[config.mk]
export PLATFORM = sky130hd
export DESIGN_NAME = sync_fifo
export DESIGN_NICKNAME = d
export VERILOG_FILES = /design/src/rtl/sync_fifo_pkg.sv /design/src/rtl/fifo_ram.sv /design/src/rtl/sync_fifo.sv
export SDC_FILE = /design/constraint.sdc
export NUM_CORES = 1
export LEC_CHECK = 0
export BUFFER_PORTS_ARGS = -buffer_cell sky130_fd_sc_hd__buf_2
export CAP_MARGIN = 10
export CORE_ASPECT_RATIO = 1.75
export CORE_MARGIN = 3
export CORE_UTILIZATION = 45
export DETAILED_ROUTE_END_ITERATION = 6
export PLACE_DENSITY = 0.6
export SYNTH_ARGS = -nofsm -noshare
export SYNTH_HDL_FRONTEND = slang
export SYNTH_SLANG_ARGS = --single-unit
export TNS_END_PERCENT = 100
[constraint.sdc]
create_clock -name clk -period 5.9 [get_ports clk]
set_input_delay 0.59 -clock clk [delete_from_list [all_inputs] [get_ports clk]]
set_output_delay 0.59 -clock clk [all_outputs]
set_load 0.01 [all_outputs]
[src/rtl/sync_fifo_pkg.sv]
// Shared constants for the single-clock FIFO: read-mode selectors and
// the pointer/count width derivation used by the top level.
package sync_fifo_pkg;

  localparam int unsigned SYNC_FIFO_STD  = 0;
  localparam int unsigned SYNC_FIFO_FWFT = 1;

  // One extra bit beyond the address distinguishes full from empty.
  function automatic int unsigned sync_fifo_ptr_width(input int unsigned addr_width);
    return addr_width + 1;
  endfunction

endpackage

[src/rtl/fifo_ram.sv]
// Storage array for sync_fifo: synchronous write port, asynchronous read port.
module fifo_ram #(
  parameter int unsigned DATA_WIDTH = 8,
  parameter int unsigned ADDR_WIDTH = 5
) (
  input  logic                  clk_i,
  input  logic                  we_i,
  input  logic [ADDR_WIDTH-1:0] waddr_i,
  input  logic [DATA_WIDTH-1:0] wdata_i,
  input  logic [ADDR_WIDTH-1:0] raddr_i,
  output logic [DATA_WIDTH-1:0] rdata_o
);

  localparam int unsigned DEPTH = 2 ** ADDR_WIDTH;

  logic [DATA_WIDTH-1:0] mem_q [DEPTH];

  always_ff @(posedge clk_i) begin
    if (we_i) begin
      mem_q[waddr_i] <= wdata_i;
    end
  end

  assign rdata_o = mem_q[raddr_i];

endmodule

[src/rtl/sync_fifo.sv]
// Single-clock FIFO with selectable registered or first-word-fall-through
// read, occupancy count, threshold flags and sticky error flags.
module sync_fifo
  import sync_fifo_pkg::*;
#(
  parameter int unsigned DATA_WIDTH    = 8,
  parameter int unsigned ADDR_WIDTH    = 5,
  parameter int unsigned FWFT          = SYNC_FIFO_STD,
  parameter int unsigned AFULL_THRESH  = 2 ** ADDR_WIDTH - 4,
  parameter int unsigned AEMPTY_THRESH = 4
) (
  input  logic                  clk,
  input  logic                  rst_n,
  input  logic [DATA_WIDTH-1:0] data_in,
  input  logic                  enqueue,
  input  logic                  dequeue,
  input  logic                  clear_errors,
  output logic [DATA_WIDTH-1:0] data_out,
  output logic                  valid_out,
  output logic                  full,
  output logic                  empty,
  output logic                  almost_full,
  output logic                  almost_empty,
  output logic [ADDR_WIDTH:0]   count,
  output logic                  overflow,
  output logic                  underflow
);

  localparam int unsigned    PW       = sync_fifo_ptr_width(ADDR_WIDTH);
  localparam logic [PW-1:0]  AFULL_T  = PW'(AFULL_THRESH);
  localparam logic [PW-1:0]  AEMPTY_T = PW'(AEMPTY_THRESH);

  logic [PW-1:0]         wr_ptr_q, wr_ptr_d;
  logic [PW-1:0]         rd_ptr_q, rd_ptr_d;
  logic [PW-1:0]         count_q, count_d;
  logic                  overflow_q, overflow_d;
  logic                  underflow_q, underflow_d;
  logic                  wr_acc, rd_acc;
  logic [DATA_WIDTH-1:0] rd_data;

  assign empty = (wr_ptr_q == rd_ptr_q);
  assign full  = (wr_ptr_q[PW-1] != rd_ptr_q[PW-1]) &&
                 (wr_ptr_q[PW-2:0] == rd_ptr_q[PW-2:0]);

  // A pop never bypasses an empty FIFO; a pop frees the slot for a push when full.
  assign rd_acc = dequeue && !empty;
  assign wr_acc = enqueue && (!full || rd_acc);

  always_comb begin
    wr_ptr_d    = wr_ptr_q;
    rd_ptr_d    = rd_ptr_q;
    count_d     = count_q;
    overflow_d  = overflow_q;
    underflow_d = underflow_q;

    if (wr_acc) wr_ptr_d = wr_ptr_q + PW'(1);
    if (rd_acc) rd_ptr_d = rd_ptr_q + PW'(1);

    unique case ({wr_acc, rd_acc})
      2'b10:   count_d = count_q + PW'(1);
      2'b01:   count_d = count_q - PW'(1);
      default: count_d = count_q;
    endcase

    if (clear_errors) begin
      overflow_d  = 1'b0;
      underflow_d = 1'b0;
    end
    if (enqueue && !wr_acc) overflow_d  = 1'b1;
    if (dequeue && !rd_acc) underflow_d = 1'b1;
  end

  always_ff @(posedge clk or negedge rst_n) begin
    if (!rst_n) begin
      wr_ptr_q    <= '0;
      rd_ptr_q    <= '0;
      count_q     <= '0;
      overflow_q  <= 1'b0;
      underflow_q <= 1'b0;
    end else begin
      wr_ptr_q    <= wr_ptr_d;
      rd_ptr_q    <= rd_ptr_d;
      count_q     <= count_d;
      overflow_q  <= overflow_d;
      underflow_q <= underflow_d;
    end
  end

  fifo_ram #(
    .DATA_WIDTH(DATA_WIDTH),
    .ADDR_WIDTH(ADDR_WIDTH)
  ) u_ram (
    .clk_i  (clk),
    .we_i   (wr_acc),
    .waddr_i(wr_ptr_q[PW-2:0]),
    .wdata_i(data_in),
    .raddr_i(rd_ptr_q[PW-2:0]),
    .rdata_o(rd_data)
  );

  assign count        = count_q;
  assign almost_full  = (count_q >= AFULL_T);
  assign almost_empty = (count_q <= AEMPTY_T);
  assign overflow     = overflow_q;
  assign underflow    = underflow_q;

  generate
    if (FWFT == SYNC_FIFO_FWFT) begin : g_fwft
      // Memory is not reset, so the shown word is masked while empty.
      assign data_out  = empty ? '0 : rd_data;
      assign valid_out = !empty;
    end else begin : g_std
      logic [DATA_WIDTH-1:0] data_q, data_d;
      logic                  valid_q, valid_d;

      always_comb begin
        data_d  = data_q;
        valid_d = rd_acc;
        if (rd_acc) data_d = rd_data;
      end

      always_ff @(posedge clk or negedge rst_n) begin
        if (!rst_n) begin
          data_q  <= '0;
          valid_q <= 1'b0;
        end else begin
          data_q  <= data_d;
          valid_q <= valid_d;
        end
      end

      assign data_out  = data_q;
      assign valid_out = valid_q;
    end
  endgenerate

endmodule
==> flow_summary.toml <==
[placed_design]
dp_hpwl_mm = 17.2
gp_congestion = 0.892
port_buffers = 33
dp_cells = 972

[power_and_ir_drop]
switching_power_mw = 2.06
pwr-share-clk_pct = 27.3
comb_power_share_pct = 29.5
p_int_mw = 4.22
powerDensity_nw_per_um2 = 486
vdd_ir_drop_max_v = 0.000209
p_sw_share_pct = 32.8
seq_power_share_pct = 43.2
p_leak_nw = 4.32

[sta]
fin_hold_ws_ns = 0.0943
max_clock_freq_mhz = 282
worst_pin_slew_ns = 1.02
drv_slew = 0
grt_setup_unrepaired = "no"
setup_viol = 0
min_period_ns = 3.55
finalClockSkew_ns = 0.00820
hold_violations = 0
period_share_pct = 60.2
tns_ns = 0
relSlewSlack_pct = 31.7

[critical_path]
max_stage_delay_ns = 1.01
crit_family = "flip-flops"
critical_path.slowest_cell = "dfrtp_1"
startpoint_type = "flip-flop"
cp_num_buf_inv = 1
end_kind = "flip-flop"
worstSetupPathType = "reg2reg"
arrival_ns = 4.01
path_cells = "xnor2_1, nand2_1, o31ai_4, buf_4, nor2_1, ha_1, o21ai_0, o21bai_1, a21o_1, or4_1, nand4_1"
r2r.worst_path.cells = 11
cp_num_cells = 11
worstPathRequired_ns = 6.36
path_max_fanout = 29

[routing]
drt-initial-drc-count = 465
wl_per_cell_um = 25.8
vias = 5905
drt-vias-per-instance = 5.80
drt-total-wl_mm = 26.3
drt_pre_antenna_iters = 5
drc = 0
postRouteAntennaNets = 0

[finish]
antenna_cells = 0
fin_util_pct = 50.8
final_nets = 706
mostFrequentLayoutCells = "edfxtp_1 (256), nor2_1 (43), mux4_2 (35)"
syn_to_final_growth_pct = 10.6
final_common_cell = "edfxtp_1"
fin_cells = 1018
drive_gt1_share_pct = 22.2
nFillCells = 2058

[logic_synthesis]
avgSynthCellArea_sq_um = 17.9
yosys_warnings = 0
synthCells = 653
async_flop_share_pct = 10.2
synth_flop_cell = "edfxtp_1"
seq_area_frac_synth_pct = 72.1
synth_nets = 676
synth-compound-area-share_pct = 5.85
synth_fa_ha_area_share_pct = 1.14
synth_edf_count = 256
yosys.area_share.xor_xnor_pct = 1.70
synth_seq_cells = 285
ys_types = 59
syn_area_sq_um = 11700
yosys.area_share.simple_pct = 4.90
synthMuxAreaShare_pct = 12.2
synth_top_family_by_area = "multiplexers"

[grt]
grt_max_degree = 58
grt_usage_pct = 19.0
antenna_found_initial = 0
grt_pass1_vias = 6311
globalRouteOverflowTotal = 0
grt_pass1_wl_mm = 39.3

[floorplanning]
start_util_pct = 45.9
die_w_um = 128
fp.dieH_um = 219
fp-row-count = 77
core_area_sq_um = 25400
die-area_sq_um = 28000
boundaryPins = 34

[clocking]
clk_pin_slew_ns = 0.06
root_buffer = "clkbuf_16"
htree_levels = 1
clkLatencyLatePin_ns = 0.53
cts_hold_buf = 0
cts_buffers = 25
post_cts_buffers = 0
clk_path_buf_depth = 3
post_cts_resized = 0
cts_tree = "built"
cts_num_sinks = 285

[status]
outcome = "complete, no violations"

[run]
drv_cap = 0

[worst_hold_path]
hold_class = "in2async"
stage by stage:
stage	total power [mW]	instance area, sq um	setup slack, ns
6_report	6.28	12900	2.35
3_3_place_gp	4.59	12000	2.47
3_5_place_dp	4.63	12000	2.37
4_1_cts	6.35	12900	2.36
2_1_floorplan	4.06	11700	3.07
5_1_grt	6.57	12900	2.09
per-layer routing:
metal  wire length, um  share of wire [%]  global-route usage (%)  vias to the layer above
met5                 0                  0                       0                        -
met4              1150                4.4                    8.32                        0
met3               969                3.7                    1.92                       50
met2             14400                 55                    35.3                      158
met1              9750                 37                    22.0                     3034
li1                  -                  -                       -                     2663
cells by family (layout without fill, tap and decap cells):
family,count (synthesis),count (layout)
DFF,285,285
AOI/OAI and AO/OA,87,87
xor gates and xnor gates,21,21
and+or+nand+nor,116,116
muxes,94,94
adders and majority gates,10,10
buffers and inverters,40,89
power groups by stage:
stage | registers (mW) | clock network (mW) | logic (mW)
2_1_floorplan | 2.57 | 0 | 1.50
3_3_place_gp | 2.74 | 0 | 1.85
3_5_place_dp | 2.75 | 0 | 1.88
4_1_cts | 2.71 | 1.75 | 1.88
5_1_grt | 2.74 | 1.83 | 2.00
6_report | 2.71 | 1.72 | 1.85
flip-flops by register name, indices dropped and copies added, names as in the netlist:
name / count
overflow: 1
data_out: 8
wr_ptr_q: 6
valid_out: 1
rd_ptr_q: 6
underflow: 1
count: 6
u_ram.mem_q: 256
final timing paths:
kind	startpoint	to	slack, ns
max in group asynchronous	rst_n	rd_ptr_q[0]	5.30
setup / recovery	rd_ptr_q[3]	count[5]	2.35
hold / removal	rst_n	count[2]	0.09
min in group clk	dequeue	underflow	0.37
hold reg to reg	overflow	overflow	0.53
setup reg to reg	rd_ptr_q[3]	count[5]	2.35
cell usage after synthesis, drive strengths merged, types with 2 or more instances:
cell type | number | area, sq um
edfxtp | 256 | 7690
nor2 | 43 | 161
mux4 | 35 | 788
mux2i | 33 | 330
dfrtp | 29 | 726
buf | 27 | 201
mux2 | 26 | 308
nand2 | 23 | 101
o22ai | 21 | 131
xnor2 | 16 | 155
a211oi | 14 | 105
nor2b | 14 | 87.6
nor3 | 12 | 60.1
o21ai | 10 | 50.1
ha | 9 | 113
o31ai | 9 | 86.3
clkbuf | 7 | 26.3
nand4 | 7 | 43.8
inv | 6 | 22.5
a2111oi | 5 | 68.8
a21oi | 5 | 25.0
o221ai | 5 | 43.8
xor2 | 5 | 43.8
a211o | 4 | 35.0
nand3 | 4 | 25.0
nand3b | 4 | 30.0
a21o | 3 | 22.5
nand2b | 3 | 18.8
a221oi | 2 | 23.8
a22o | 2 | 17.5
a311oi | 2 | 17.5
and3 | 2 | 12.5
o211ai | 2 | 28.8
cell type report:
cell class                 instances  area [sq um]  area share (%)
sequential                       285          8420            65.2
clock inverter                    18           234            1.81
inverter                           6          22.5           0.174
tap                              316           395            3.06
clock buffer                      28           637            4.93
timing repair buffer              37           195            1.51
multi-input combinational        328          3010            23.3
No activity file was read; power rests on OpenSTA's default activity.
